[config.mk]
export PLATFORM = sky130hd
export DESIGN_NAME = cnn_frame_receiver
export DESIGN_NICKNAME = d
export VERILOG_FILES = /design/src/rtl/cnn_rx_pkg.sv /design/src/rtl/cnn_pixel_packer.sv /design/src/rtl/cnn_frame_receiver.sv
export SDC_FILE = /design/constraint.sdc
export NUM_CORES = 1
export LEC_CHECK = 0
export ABC_AREA = 1
export BUFFER_PORTS_ARGS = -buffer_cell sky130_fd_sc_hd__buf_4
export CAP_MARGIN = 20
export CELL_PAD_IN_SITES_DETAIL_PLACEMENT = 0
export CELL_PAD_IN_SITES_GLOBAL_PLACEMENT = 1
export CORE_UTILIZATION = 39
export DETAILED_ROUTE_END_ITERATION = 12
export PLACE_DENSITY_LB_ADDON = 0.1
export SYNTH_ARGS = -nofsm -noshare
export SYNTH_HDL_FRONTEND = slang
export SYNTH_HIERARCHICAL = 1
export SYNTH_SLANG_ARGS = --single-unit
[constraint.sdc]
create_clock -name clk -period 2.35 [get_ports clk]
set_input_delay 0.3525 -clock clk [delete_from_list [all_inputs] [get_ports clk]]
set_output_delay 0.3525 -clock clk [all_outputs]
set_load 0.005 [all_outputs]
[src/rtl/cnn_rx_pkg.sv]
// -----------------------------------------------------------------------------
// cnn_rx_pkg
// Shared definitions for the CNN frame receiver:
//   - rx_state_t   : receiver FSM states (IDLE, RECV, LAUNCH)
//   - ERR_*        : frame error codes, carried in error_code[15:0]
//   - first_error(): sticky "first error wins" merge helper
// -----------------------------------------------------------------------------
package cnn_rx_pkg;

  typedef enum logic [1:0] {
    IDLE   = 2'd0,
    RECV   = 2'd1,
    LAUNCH = 2'd2
  } rx_state_t;

  localparam logic [15:0] ERR_NONE      = 16'h0000;
  localparam logic [15:0] ERR_OVERFLOW  = 16'h0003;
  localparam logic [15:0] ERR_UNDERFLOW = 16'h0004;
  localparam logic [15:0] ERR_RESTART   = 16'h0005;
  localparam logic [15:0] ERR_NO_FRAME  = 16'h0006;

  // Keep an already latched error; only a clean code may take a new one.
  function automatic logic [15:0] first_error(input logic [15:0] cur,
                                              input logic [15:0] cand);
    return (cur == ERR_NONE) ? cand : cur;
  endfunction

endpackage

[src/rtl/cnn_pixel_packer.sv]
// -----------------------------------------------------------------------------
// cnn_pixel_packer
// Packs accepted 8-bit pixels four at a time into 32-bit frame-buffer words.
// Byte lane 0 holds the earliest pixel of each word. The write strobe is
// registered, so it appears one cycle after the pixel that fills lane 3.
//
// Ports:
//   clk, rst      : clock, synchronous active-high reset
//   clear         : start of a new frame; restarts lane and word address
//   accept        : pixel_data is an accepted pixel this cycle
//   pixel_data    : pixel value
//   buf_wr_en     : one-cycle frame-buffer write strobe
//   buf_wr_addr   : word address of the write
//   buf_wr_data   : packed word
// -----------------------------------------------------------------------------
module cnn_pixel_packer #(
  parameter int ADDR_W = 8
) (
  input  logic              clk,
  input  logic              rst,
  input  logic              clear,
  input  logic              accept,
  input  logic [7:0]        pixel_data,
  output logic              buf_wr_en,
  output logic [ADDR_W-1:0] buf_wr_addr,
  output logic [31:0]       buf_wr_data
);

  logic [1:0]        lane_reg;
  logic [ADDR_W-1:0] word_addr_reg;
  logic [31:0]       pack_reg;
  logic [31:0]       pack_next;
  logic              wr_en_reg;
  logic [ADDR_W-1:0] wr_addr_reg;
  logic [31:0]       wr_data_reg;

  // The completed word is taken from pack_next so the lane-3 byte
  // arriving this cycle is already in place when the write is registered.
  generate
    for (genvar gi = 0; gi < 4; gi++) begin : g_lane
      assign pack_next[gi*8 +: 8] = (accept && (lane_reg == 2'(gi))) ?
                                    pixel_data : pack_reg[gi*8 +: 8];
    end
  endgenerate

  always_ff @(posedge clk) begin
    if (rst) begin
      lane_reg      <= 2'd0;
      word_addr_reg <= '0;
      pack_reg      <= 32'd0;
      wr_en_reg     <= 1'b0;
      wr_addr_reg   <= '0;
      wr_data_reg   <= 32'd0;
    end else begin
      wr_en_reg <= 1'b0;
      if (clear) begin
        lane_reg      <= 2'd0;
        word_addr_reg <= '0;
        pack_reg      <= 32'd0;
      end else if (accept) begin
        pack_reg <= pack_next;
        lane_reg <= lane_reg + 2'd1;
        if (lane_reg == 2'd3) begin
          wr_en_reg     <= 1'b1;
          wr_addr_reg   <= word_addr_reg;
          wr_data_reg   <= pack_next;
          word_addr_reg <= word_addr_reg + 1'b1;
        end
      end
    end
  end

  assign buf_wr_en   = wr_en_reg;
  assign buf_wr_addr = wr_addr_reg;
  assign buf_wr_data = wr_data_reg;

endmodule

[src/rtl/cnn_frame_receiver.sv]
// -----------------------------------------------------------------------------
// cnn_frame_receiver
// Receives a frame_start / pixel_valid / frame_complete pixel stream, packs
// pixels into the CNN input frame buffer, checks frame integrity and issues a
// single cnn_start pulse once the CNN core is idle.
//
// Build option: define CNN_RX_CHECKSUM_EN to keep a 16-bit running sum of
// accepted pixels (cleared on frame_start) on error_code[31:16]. Without it
// error_code[31:16] is zero.
//
// Ports:
//   clk, rst        : clock, synchronous active-high reset
//   frame_start     : one-cycle pulse, frame begins
//   pixel_valid     : one-cycle pulse, pixel_data valid
//   pixel_data      : pixel value
//   frame_complete  : one-cycle pulse, frame ends
//   cnn_busy        : CNN core busy
//   buf_wr_en       : frame-buffer write strobe
//   buf_wr_addr     : frame-buffer word address
//   buf_wr_data     : packed pixels, byte0 = earliest pixel
//   cnn_start       : one-cycle start pulse to the CNN
//   rx_busy         : high in RECV or LAUNCH
//   pixel_count     : pixels accepted in current/last frame
//   frame_ok_count  : frames launched since reset
//   error_code      : first error of current/last frame
// -----------------------------------------------------------------------------
module cnn_frame_receiver
  import cnn_rx_pkg::*;
#(
  parameter int IMG_WIDTH  = 32,
  parameter int IMG_HEIGHT = 32,
  parameter int ADDR_W     = 8
) (
  input  logic              clk,
  input  logic              rst,
  input  logic              frame_start,
  input  logic              pixel_valid,
  input  logic [7:0]        pixel_data,
  input  logic              frame_complete,
  input  logic              cnn_busy,
  output logic              buf_wr_en,
  output logic [ADDR_W-1:0] buf_wr_addr,
  output logic [31:0]       buf_wr_data,
  output logic              cnn_start,
  output logic              rx_busy,
  output logic [31:0]       pixel_count,
  output logic [31:0]       frame_ok_count,
  output logic [31:0]       error_code
);

  localparam logic [31:0] N_PIX = 32'(IMG_WIDTH * IMG_HEIGHT);

  rx_state_t   state_reg;
  logic [31:0] pixel_count_reg;
  logic [31:0] frame_ok_count_reg;
  logic [15:0] err_reg;
  logic        cnn_start_reg;

  logic        in_recv;
  logic        start_take;
  logic        count_full;
  logic        accept;
  logic        overflow_hit;
  logic [31:0] count_upd;
  logic [15:0] err_upd;

  // frame_start dominates any pixel or completion in the same cycle, so a
  // pixel arriving with frame_start is dropped. LAUNCH ignores the stream.
  always_comb begin
    in_recv      = (state_reg == RECV);
    start_take   = frame_start && (state_reg != LAUNCH);
    count_full   = (pixel_count_reg >= N_PIX);
    accept       = in_recv && !frame_start && pixel_valid && !count_full;
    overflow_hit = in_recv && !frame_start && pixel_valid && count_full;
    // Count and error as they stand after this cycle's pixel; the
    // completion check must see the pixel that arrives alongside it.
    count_upd    = accept ? (pixel_count_reg + 32'd1) : pixel_count_reg;
    err_upd      = overflow_hit ? first_error(err_reg, ERR_OVERFLOW) : err_reg;
  end

  always_ff @(posedge clk) begin
    if (rst) begin
      state_reg          <= IDLE;
      pixel_count_reg    <= 32'd0;
      frame_ok_count_reg <= 32'd0;
      err_reg            <= ERR_NONE;
      cnn_start_reg      <= 1'b0;
    end else begin
      cnn_start_reg <= 1'b0;
      unique case (state_reg)
        IDLE: begin
          if (frame_start) begin
            state_reg       <= RECV;
            pixel_count_reg <= 32'd0;
            err_reg         <= ERR_NONE;
          end else if (pixel_valid || frame_complete) begin
            err_reg <= first_error(err_reg, ERR_NO_FRAME);
          end
        end

        RECV: begin
          if (frame_start) begin
            // Restart inside a frame: counters restart, but the error
            // stays latched so the restarted frame can never launch.
            pixel_count_reg <= 32'd0;
            err_reg         <= first_error(err_reg, ERR_RESTART);
          end else begin
            pixel_count_reg <= count_upd;
            if (frame_complete) begin
              if ((count_upd == N_PIX) && (err_upd == ERR_NONE)) begin
                state_reg <= LAUNCH;
                err_reg   <= err_upd;
              end else begin
                state_reg <= IDLE;
                err_reg   <= (count_upd < N_PIX) ?
                             first_error(err_upd, ERR_UNDERFLOW) : err_upd;
              end
            end else begin
              err_reg <= err_upd;
            end
          end
        end

        LAUNCH: begin
          if (!cnn_busy) begin
            cnn_start_reg      <= 1'b1;
            frame_ok_count_reg <= frame_ok_count_reg + 32'd1;
            state_reg          <= IDLE;
          end
        end

        default: state_reg <= IDLE;
      endcase
    end
  end

`ifdef CNN_RX_CHECKSUM_EN
  logic [15:0] sum_reg;

  always_ff @(posedge clk) begin
    if (rst) begin
      sum_reg <= 16'd0;
    end else if (start_take) begin
      sum_reg <= 16'd0;
    end else if (accept) begin
      sum_reg <= sum_reg + {8'd0, pixel_data};
    end
  end

  assign error_code = {sum_reg, err_reg};
`else
  assign error_code = {16'd0, err_reg};
`endif

  cnn_pixel_packer #(
    .ADDR_W (ADDR_W)
  ) u_packer (
    .clk         (clk),
    .rst         (rst),
    .clear       (start_take),
    .accept      (accept),
    .pixel_data  (pixel_data),
    .buf_wr_en   (buf_wr_en),
    .buf_wr_addr (buf_wr_addr),
    .buf_wr_data (buf_wr_data)
  );

  assign cnn_start      = cnn_start_reg;
  assign rx_busy        = (state_reg != IDLE);
  assign pixel_count    = pixel_count_reg;
  assign frame_ok_count = frame_ok_count_reg;

endmodule

* Word level (Yosys, flattened, before mapping)
Index checks and enable logic that the tools add are counted.
W data, S select, Z words.
** Word-level totals
- Register bits after elaboration :: 166
- Bits in latches :: 0
- ROM bits :: 0
- Memory bits (writable) :: 0
- Output and inout port bits :: 139
- Memories :: 0
- Word-level logic and storage cells :: 91
** Cells by class
- Eq/ne operators :: 14
- Multiply operators :: 0
- Bitwise logic cells :: 4
- Muxes and demuxes :: 28
- $lt $le $gt $ge :: 2
- Div/mod/pow operators :: 0
- $add $sub $neg :: 4
- Reductions and logical operators :: 28
- Shift-type cells :: 0
** Operators by type and width (number)
- $mux W16 :: 11
- $mux W32 :: 3
- $add A32 B1 Y32 const B :: 2
- $pmux W32 S2 :: 1
- $eq A32 B11 Y1 const B :: 1
- $ge A32 B11 Y1 const B :: 1
- $logic_not A16 Y1 :: 2
- $lt A32 B11 Y1 const B :: 1
- $mux W8 :: 4
- $pmux W16 S2 :: 1
- $logic_and A1 B1 Y1 :: 10
- $mux W2 :: 5
- $ne A2 B2 Y1 const B :: 5
- $add A8 B1 Y8 const B :: 1
- $reduce_and A4 Y1 :: 2
- $eq A2 B2 Y1 const B :: 3
- $ne A3 B3 Y1 const B :: 2
- $pmux W2 S3 :: 1
- $reduce_and A2 Y1 :: 3
- $eq A2 B1 Y1 const B :: 2
- $logic_not A2 Y1 :: 2
- $not A1 Y1 :: 4
- $reduce_bool A2 Y1 :: 2
- $reduce_or A2 Y1 :: 2
- other kinds (7) :: 9

* Depth between registers and ports, before layout
Gate-level depths: netlist (run 1).
- Depth after elaboration :: 12
- Gate-level depth with buffers :: 13
- Gate-level depth less buffers :: 13

* Hierarchy
The synthesis (run 1) kept the hierarchy.
** By module, submodules not included
- cnn_frame_receiver :: cells an instance 584, times used 1, seq. area each 1661.6 µm², area each 4115.2 µm²
- cnn_pixel_packer :: cells an instance 346, times used 1, seq. area each 1501.4 µm², area each 2757.6 µm²

* Worst setup path after synthesis (run 1)
Ideal clock, no wire load.
- Path type :: flip-flop to flip-flop
- From :: register state_reg[0]
- To :: register u_packer.wr_data_reg[10], in the netlist u_packer/buf_wr_data[10]
- Arrival time :: 1.883 ns
- Data required time :: 2.227 ns
- Path slack :: 0.344 ns
- Cell stages (with the launch flop) :: 10
- Clock period less this slack :: 2.006 ns
- Library setup time :: 0.123 ns
- Cell sequence :: dfxtp_1 > buf_2 > nand3_2 > nor2_4 > inv_1 > nor2_1 > nand2_1 > buf_2 > o21ai_0 > a21oi_1
** On the way
- Longest elaborated chain between the ends :: 6
- Elaborated cells between the ends (all ways) :: 10
- Classes of those cells :: eq/ne (2); mux (1); bitwise (1); reduce/logical (6)
** RTL lines
- from (decl) :: RTL line cnn_frame_receiver.sv:53 : rx_state_t state_reg;
- from (signal assigned) :: RTL line cnn_frame_receiver.sv:83 : state_reg <= IDLE;
- from (signal assigned) :: RTL line cnn_frame_receiver.sv:93 : state_reg <= RECV;
- from (signal assigned) :: RTL line cnn_frame_receiver.sv:111 : state_reg <= LAUNCH;
- $eq A2 B1 Y1 * :: RTL line cnn_frame_receiver.sv:70 : in_recv = (state_reg == RECV);
- $logic_and A1 B1 Y1 * (3 in a row) :: RTL line cnn_frame_receiver.sv:73 : accept = in_recv && !frame_start && pixel_valid && !count_full;
- via accept :: RTL line cnn_frame_receiver.sv:62 : logic accept;
- $logic_and A1 B1 Y1 :: RTL line cnn_pixel_packer.sv:41 : assign pack_next[gi*8 +: 8] = (accept && (lane_reg == 2'(gi))) ?
- $mux W8 :: RTL line cnn_pixel_packer.sv:41
- to (signal assigned) :: RTL line cnn_pixel_packer.sv:66 : wr_data_reg <= pack_next;
- to (decl) :: RTL line cnn_pixel_packer.sv:35 : logic [31:0] wr_data_reg;
Mark *: on every way through the listed nets, which the timed path passes. The rest lies on a longest branch.
A chain may end at the register's enable or synchronous reset.

* Final worst setup path (run 1)
- From :: register state_reg[0]
- To :: register u_packer.wr_data_reg[24], in the netlist u_packer/buf_wr_data[24]
Same word-level chain as after synthesis.

==> out/qor.csv, run 1 <==
metric,value,unit
"Clk Latency, worst-skew pair",0.43,ns
Die H,135,um
min Tclk post-route,2.15,ns
CP Launch Type,flip-flop,
pin count of the biggest net entering global routing,76,
fraction of layout cells with a size suffix above 1,20.0,%
Mapped Area,6870,um^2
grt total ovfl,0,
Buffers on Ports,136,
max-slew violation count,0,
# setup viols final,0,
dpl cells,1275,
CTS Sinks,158,
post-route total power,0.00564,W
Avg Vias per Cell,4.78,
Ports,153,
die span in x,135,um
fmax,465,MHz
Hold Crit Class,primary input to flip-flop,
final instance area,8710,um^2
DRC viols,0,
1st-pass router iterations,7,
Initial Util,39.9,%
RSZ-0062 raised after global routing,yes,
Setup Skew,0.0129,ns
"Hold Vio Cnt, Final",0,
vias in the first global route,5611,
total number of vias,6246,
relative slew slack,43.6,%
depth of the CTS H-tree,4,
CORE AREA,17200,um^2
status,completed,
GR Layer Usage met2,29.8,%
Ys Warns,6,
synthesized flop and latch total,158,
first-pass GRT wire length,28.5,mm
Rows,48,
max-cap viol count,0,
Synth-to-Final Area Change,26.7,%
WL/cell,13.8,um
die footprint,18200,um^2
period utilization,91.5,%
final core area utilization,50.5,%
CP Capture Type,flip-flop,
Final HPWL DP,12.4,mm
"Reg clk slew, reported paths",0.07,ns
maximum vdd drop,527,uV
Power Density,648,nW/um^2
buffer depth of the longest clock path,2,
Cell variety after synth,37,
Slew @ Worst Pin,0.845,ns
fin cells,1308,
root buf cell,clkbuf_16,
post-route ant nets,0,
Crit Path Max Fanout,12,
TritonCTS clock tree,done,
TritonCTS buffer count,17,
Syn Inst Count,930,
Crit Path Class,flip-flop to flip-flop,
DP Area,8110,um^2
WL final,18.1,mm
DR iter-0 viols,396,
"Avg Cell Area, Syn",7.39,um^2
CP required,2.67,ns
sequential fraction of the synthesis area,46.0,%
met3 Use GR,5.14,%
met1 GRT Util,27.6,%
GRT Resource Usage Total,19.9,%
GR peak layer,met2,
Hold Buf Count CTS,0,
n_diodes,0,
Leak,3.74,nW
initial antenna violation count,0,
placer congestion estimate,0.800,
nets@finish,1092,
worst path arrival time,2.47,ns
[where the power goes]
part / internal [W] / switching, W
logic: 0.0000776 / 0.000179
registers: 0.00269 / 0.00000735
clock network: 0.00150 / 0.00118
total: 0.00427 / 0.00137
[synthesized netlist by cell type]
library cell | number | area [um^2]
nand3b_1 | 2 | 15.0
a31oi_1 | 1 | 6.26
nor3_4 | 1 | 16.3
a21oi_1 | 72 | 360
nor2_2 | 3 | 18.8
nand3_1 | 38 | 190
buf_2 | 15 | 75.1
nand3_2 | 3 | 30.0
clkbuf_1 | 15 | 56.3
inv_1 | 104 | 390
nor3b_1 | 1 | 7.51
xor2_1 | 19 | 166
xnor2_1 | 3 | 26.3
ha_1 | 8 | 100
inv_2 | 4 | 15.0
and3_1 | 1 | 6.26
dfxtp_1 | 158 | 3160
nor2_1 | 168 | 631
a211oi_1 | 13 | 97.6
o21a_1 | 2 | 15.0
nor3_1 | 16 | 80.1
nor4_1 | 8 | 50.1
buf_4 | 17 | 128
nor4_2 | 1 | 12.5
buf_1 | 2 | 7.51
nand2_1 | 129 | 484
nand2_2 | 5 | 31.3
buf_6 | 2 | 22.5
clkinv_1 | 1 | 3.75
conb_1 | 1 | 3.75
a21oi_2 | 1 | 8.76
nand4_1 | 15 | 93.8
nor3b_2 | 2 | 25.0
o21ai_0 | 89 | 445
nor2_4 | 4 | 45.0
o21ai_1 | 3 | 15.0
nor3_2 | 3 | 30.0
[kinds of logic after synthesis]
logic type | synth area share [%]
AND/OR/NAND/NOR | 25.7
AO/OA/AOI/OAI | 13.8
buffers and inverters | 10.2
flip-flops | 46.0
XOR/XNOR | 2.80
adder cells (fa/ha/maj) | 1.46
other | 0.0546
[final timing paths]
kind,start,cells after the start,slack [ns],endpoint
worst max-delay path,state_reg[0],11,0.20,u_packer/buf_wr_data[24]
worst min-delay path,rst,2,0.11,u_packer/buf_wr_addr[0]
worst max register to register,state_reg[0],11,0.20,u_packer/buf_wr_data[24]
worst min register to register,pixel_count[15],2,0.47,pixel_count[15]
[repair_timing]
action | 4_1_cts | 5_1_grt
gates resized for setup | 0 | 1
setup buffers | 0 | 0
endpoints found under the setup margin | 0 | 5
endpoints found under the hold margin | 0 | 0
[stage by stage]
step                worst slack (ns)  hold WS (ns)  setup TNS, ns
floorplan                      0.344         0.415              0
global placement               0.123         0.453              0
detailed placement             0.114         0.460              0
CTS                            0.189        0.0982              0
global route                 -0.0243        0.0977        -0.0963
finish                         0.199         0.109              0
[worst max-delay path, cell delays in order, from the launching register on]
cell	delay, ns
dfxtp_1	0.37
buf_4	0.18
nand3_2	0.11
nor2_4	0.20
inv_1	0.08
nor2_1	0.14
buf_4	0.17
nand2_2	0.12
nor2_4	0.21
inv_1	0.25
nor2_1	0.16
nor2_1	0.06
[per-layer routing]
| metal | share of wire (%) | wire (um) | up-vias |
|---|---|---|---|
| li1 | - | - | 3249 |
| met5 | 0 | 0 | - |
| met2 | 45 | 8060 | 142 |
| met4 | 1.1 | 205 | 0 |
| met3 | 5.7 | 1030 | 14 |
| met1 | 49 | 8800 | 2841 |
[placed cells by master (no fill, tap or decap), types with 4 or more instances in the layout]
cell and instances:
a211oi_1 13, nor3_1 16, inv_1 104, dfxtp_1 158, inv_2 4, nor2_4 4, a21oi_1 72, nand2_2 5
nand3_1 38, o21ai_0 89, xor2_1 19, nor2_1 167, conb_1 16, buf_4 155, nand4_1 15, clkinv_4 6
ha_1 8, nor2_2 4, clkbuf_16 18, nor4_1 8, nand2_1 129
[cell type report]
type,count,area (um^2)
well taps,225,282
clock buffers,18,439
fillers,1727,8530
clock inverters,14,136
flip-flops and latches,158,3160
inverters,109,409
multi-input cells,627,3070
repair buffers,157,1210
(Power assumes the default switching activity.)
==> run 2: changes to the inputs <==
==> constraint.sdc (replaced) <==
create_clock -name clk -period 2.31 [get_ports clk]
set_input_delay 0.3465 -clock clk [delete_from_list [all_inputs] [get_ports clk]]
set_output_delay 0.3465 -clock clk [all_outputs]
set_load 0.005 [all_outputs]
==> run 2 against run 1 <==
Sequential cell count unchanged. Worst hold slack improved by 0.090 ns. Combinational power is 4% higher. Setup slack got worse by 0.032 ns. Final cell count up 0.46%. Fmax is 0.37% higher.
==> out/qor.csv, run 2 (synthesized netlist as in run 1, its figures left out) <==
metric,value,unit
"commonest non-fill, non-tap cell in the layout",nor2_1,
"slowest stage delay, CP",0.37,ns
Crit Path Max Fanout,14,
Initial Util,39.9,%
"Clk Latency, worst-skew pair",0.43,ns
# setup viols final,0,
TritonCTS clock tree,done,
Power Density,660,nW/um^2
worst path arrival time,2.50,ns
fmax,467,MHz
TritonCTS buffer count,17,
grt total ovfl,0,
Setup Skew,0.0140,ns
relative slew slack,50.9,%
Reg area,3160,um^2
max-slew violation count,0,
n_diodes,0,
Hold Crit Class,primary input to flip-flop,
CP required,2.67,ns
depth of the CTS H-tree,4,
Leak,3.82,nW
RSZ-0062 raised after global routing,no,
Ports,153,
CTS Sinks,158,
initial antenna violation count,0,
most frequent cells in the layout,"nor2_1, dfxtp_1, buf_4",
die span in x,135,um
period utilization,92.8,%
"Top cell by count, worst path",buf_4,
buffer depth of the longest clock path,2,
1st-pass router iterations,5,
max-cap viol count,0,
worst path bufs/invs,5,
total number of vias,6256,
pin count of the biggest net entering global routing,67,
Crit Path Class,flip-flop to flip-flop,
CP Cell Sequence,"buf_4, nand3_2, nor2_4, inv_1, nor2_2, buf_4, nand2_2, nor2_4, buf_4, clkbuf_16, o21ai_0, a21oi_1",
nets@finish,1098,
die footprint,18200,um^2
fin cells,1314,
"Reg clk slew, reported paths",0.08,ns
Die H,135,um
Multi-input gate area,3100,um^2
fin worst setup slack,0.167,ns
post-route ant nets,0,
dpl cells,1275,
Synth-to-Final Area Change,28.7,%
WL final,18.2,mm
placer congestion estimate,0.798,
status,completed,
vias in the first global route,5663,
DR iter-0 viols,290,
GRT Resource Usage Total,19.9,%
maximum vdd drop,531,uV
min Tclk post-route,2.14,ns
CORE AREA,17200,um^2
DRC viols,0,
WL/cell,13.8,um
setup TNS,0,ns
Slew @ Worst Pin,0.736,ns
Filler Cell Count,1742,
root buf cell,clkbuf_16,
top cell family by delay on the critical path,buffers and inverters,
CP Launch Type,flip-flop,
Buffers on Ports,136,
pre-CTS setup slack,0.0804,ns
Final HPWL DP,12.4,mm
first-pass GRT wire length,28.6,mm
Avg Vias per Cell,4.76,
Rows,48,
"Hold Vio Cnt, Final",0,
Crit-path slowest cell,dfxtp_1,
fraction of layout cells with a size suffix above 1,20.9,%
CP Capture Type,flip-flop,
## run 2: cell count changes in the layout (fill, tap and decap cells not counted), sizes merged
cell,delta
inv,+4
clkinv,-5
clkinvlp,+3
buf,+4
## run 2: area by class of cell
| cell class | count | area share (%) |
|---|---|---|
| tap | 225 | 3.18 |
| inverter | 109 | 4.67 |
| timing repair buffer | 162 | 14.6 |
| timing repair inverter | 1 | 0.0566 |
| clock buffer | 17 | 4.81 |
| clock inverter | 15 | 1.97 |
| sequential | 158 | 35.8 |
| multi-input combinational | 627 | 35.0 |
## run 2: worst reg2reg max path: cells and delay by family, from the launching register on
family	cells	cell delay, ns
buffers and inverters	5	0.75
AND/OR/NAND/NOR	5	0.72
flip-flops	1	0.37
AO/OA/AOI/OAI	2	0.25
## run 2: power breakdown
group          internal, W  leakage [nW]  total, W  switching [W]
Sequential         0.00273          1.27   0.00274     0.00000773
Combinational    0.0000846          2.26  0.000266       0.000181
Clock              0.00155         0.284   0.00283        0.00129
Total              0.00436          3.82   0.00584        0.00148
## run 2: final timing paths
check | start | endpoint | slack, ns | cells past startpoint
max reg2reg | state_reg[0] | u_packer/buf_wr_data[14] | 0.17 | 12
max | state_reg[0] | u_packer/buf_wr_data[14] | 0.17 | 12
min reg2reg | pixel_count[12] | pixel_count[12] | 0.47 | 2
min | rst | u_packer/buf_wr_addr[0] | 0.20 | 2
## run 2: timing repair
item,in CTS,in global routing
gates resized for setup,0,13
setup endpoints to repair,0,17
hold buffers,0,0
buffers inserted,0,4
## run 2: through the flow
step	hold WS [ns]	instance area (um^2)	total power, W	utilization, %
after global placement	0.456	8130	0.00307	47.2
after floorplan	0.409	6930	0.00297	-
final	0.199	8850	0.00584	51.3
after CTS	0.197	8730	0.00591	50.6
after global routing	0.204	8850	0.00605	51.3
after detailed placement	0.462	8130	0.00307	47.2
## run 2: routing by layer
| layer | track usage, % | wire length [um] | up-vias |
|---|---|---|---|
| li1 | - | - | 3272 |
| met1 | 27.0 | 8850 | 2845 |
| met2 | 30.9 | 8250 | 125 |
| met3 | 5.11 | 891 | 14 |
| met4 | 5.99 | 202 | 0 |
| met5 | 0 | 0 | - |
==> run 3: changes to the inputs <==
--- a/config.mk
+++ b/config.mk
@@ -10,8 +10,9 @@
 export CAP_MARGIN = 20
 export CELL_PAD_IN_SITES_DETAIL_PLACEMENT = 0
 export CELL_PAD_IN_SITES_GLOBAL_PLACEMENT = 1
-export CORE_UTILIZATION = 39
+export CORE_UTILIZATION = 42
 export DETAILED_ROUTE_END_ITERATION = 12
+export MAX_ROUTING_LAYER = met4
 export PLACE_DENSITY_LB_ADDON = 0.1
 export SYNTH_ARGS = -nofsm -noshare
 export SYNTH_HDL_FRONTEND = slang
==> constraint.sdc (replaced) <==
create_clock -name clk -period 2.7 [get_ports clk]
set_input_delay 0.405 -clock clk [delete_from_list [all_inputs] [get_ports clk]]
set_output_delay 0.405 -clock clk [all_outputs]
set_load 0.005 [all_outputs]
==> run 3 against run 2 <==
Global-route usage up 1.9 points. Final cell count shrank 2.1%. Worst hold slack better by 0.067 ns. Core utilization is 2.6 points higher. Highest routed layer unchanged. Clock skew is 0.0057 ns lower.
==> out/qor.csv, run 3 (synthesized netlist as in run 1, its figures left out) <==
metric,value,unit
status,completed,
TritonCTS buffer count,17,
fraction of layout cells with a size suffix above 1,19.0,%
first-pass GRT wire length,27.8,mm
Synth-to-Final Area Change,25.1,%
Ports,153,
Crit-path slowest cell,dfxtp_1,
CP Capture Type,flip-flop,
CP Cell Sequence,"nand3_2, nor2_4, inv_1, nor2_1, buf_4, nand2_2, nor2_4, buf_6, nand2_1, o21ai_0",
Avg Vias per Cell,4.81,
Slew @ Worst Pin,0.999,ns
placer congestion estimate,0.818,
buffer depth of the longest clock path,2,
flop2flop setup slack,0.34,ns
vias in the first global route,5576,
Leak,3.68,nW
setup TNS,0,ns
DR iter-0 viols,314,
n_diodes,0,
die footprint,16900,um^2
number of gates resized after CTS,0,
depth of the CTS H-tree,4,
Initial Util,43.1,%
"Clk Latency, worst-skew pair",0.43,ns
fmax,424,MHz
CORE AREA,15900,um^2
nets@finish,1080,
worst path arrival time,2.71,ns
"slowest stage delay, CP",0.55,ns
Worst Setup EP,u_packer/buf_wr_data[27],
post-route total power,0.00493,W
period utilization,87.4,%
die span in x,130,um
Power Density,573,nW/um^2
Setup Skew,0.00826,ns
post-route ant nets,0,
final hold slack,0.266,ns
"Reg clk slew, reported paths",0.07,ns
relative slew slack,33.3,%
min Tclk post-route,2.36,ns
Crit Path Max Fanout,49,
Rows,46,
TritonCTS clock tree,done,
CP Launch Type,flip-flop,
"Hold Vio Cnt, Final",0,
Crit Path Class,flip-flop to flip-flop,
worst flop-to-flop path endpoint,u_packer/buf_wr_data[27],
max-slew violation count,0,
r2r worst-path depth,10,
Hold Crit Class,primary input to flip-flop,
GRT Resource Usage Total,21.8,%
total number of vias,6189,
WL/cell,13.6,um
setup bufs post-CTS,0,
most frequent cells in the layout,"nor2_1, dfxtp_1, buf_4",
Final HPWL DP,12.4,mm
Hold Path Depth,3,
max-cap viol count,0,
pin count of the biggest net entering global routing,52,
maximum vdd drop,450,uV
Buffers on Ports,136,
launch point of the worst path,state_reg[0],
Die H,130,um
initial antenna violation count,0,
DRC viols,0,
"Top cell by count, worst path",nor2_4,
# setup viols final,0,
RSZ-0062 raised after global routing,no,
Hold Buf Count CTS,0,
1st-pass router iterations,4,
root buf cell,clkbuf_16,
grt total ovfl,0,
WL final,17.5,mm
reg2reg start,state_reg[0],
CTS Sinks,158,
"commonest non-fill, non-tap cell in the layout",nor2_1,
CP required,3.05,ns
run 3: changes by cell type in the layout (fill, tap and decap cells not counted), moves of 2 or more:
cell / previous run / this run
o21ai_0: 84 / 89
buf_12: 3 / 0
o21ai_1: 8 / 3
inv_8: 4 / 6
nor3_4: 3 / 1
clkinvlp_4: 4 / 2
nor2_2: 6 / 3
nor2_1: 165 / 168
buf_4: 157 / 144
clkbuf_16: 19 / 17
run 3: stage by stage:
stage | cells | worst slack [ns] | instance area [um^2] | util (%)
3_3_place_gp | 1255 | 0.264 | 8000 | 50.2
2_1_floorplan | 945 | 0.645 | 6930 | -
4_1_cts | 1287 | 0.214 | 8590 | 53.9
5_1_grt | 1287 | 0.0308 | 8590 | 53.9
6_report | 1287 | 0.341 | 8590 | 53.9
3_5_place_dp | 1255 | 0.108 | 8000 | 50.2
run 3: cell type report:
class	instances	area (um^2)
fill	1606	7350
sequential	158	3160
multi-input combinational	627	3070
timing repair buffer	145	1090
clock buffer	17	425
inverter	109	409
tap	216	270
clock inverter	15	166
run 3: report_power, final:
part | switching (W) | internal [W]
Sequential | 0.00000981 | 0.00234
Clock | 0.00113 | 0.00125
Combinational | 0.000148 | 0.0000591
run 3: worst max-delay path, delay by kind of cell, from the launching register on:
| kind | cells | cell delay (ns) |
|---|---|---|
| buffers and inverters | 3 | 0.58 |
| flip-flops | 1 | 0.55 |
| AND/OR/NAND/NOR | 6 | 0.95 |
| AO/OA/AOI/OAI | 1 | 0.20 |
run 3: worst min path at each step:
stage / startpoint / end
after floorplan: u_packer/pack_reg[11] / u_packer/pack_reg[11]
after global placement: pixel_count[15] / pixel_count[15]
after detailed placement: pixel_count[15] / pixel_count[15]
after CTS: frame_start / state_reg[0]
after global routing: pixel_data[5] / u_packer/buf_wr_data[29]
final: frame_start / state_reg[0]
run 3: layer usage:
metal	track usage [%]	vias up	routed length (um)
met5	-	-	0
met4	7.11	0	211
met3	4.59	16	812
met2	34.1	139	8040
met1	28.0	2813	8430
li1	-	3221	-
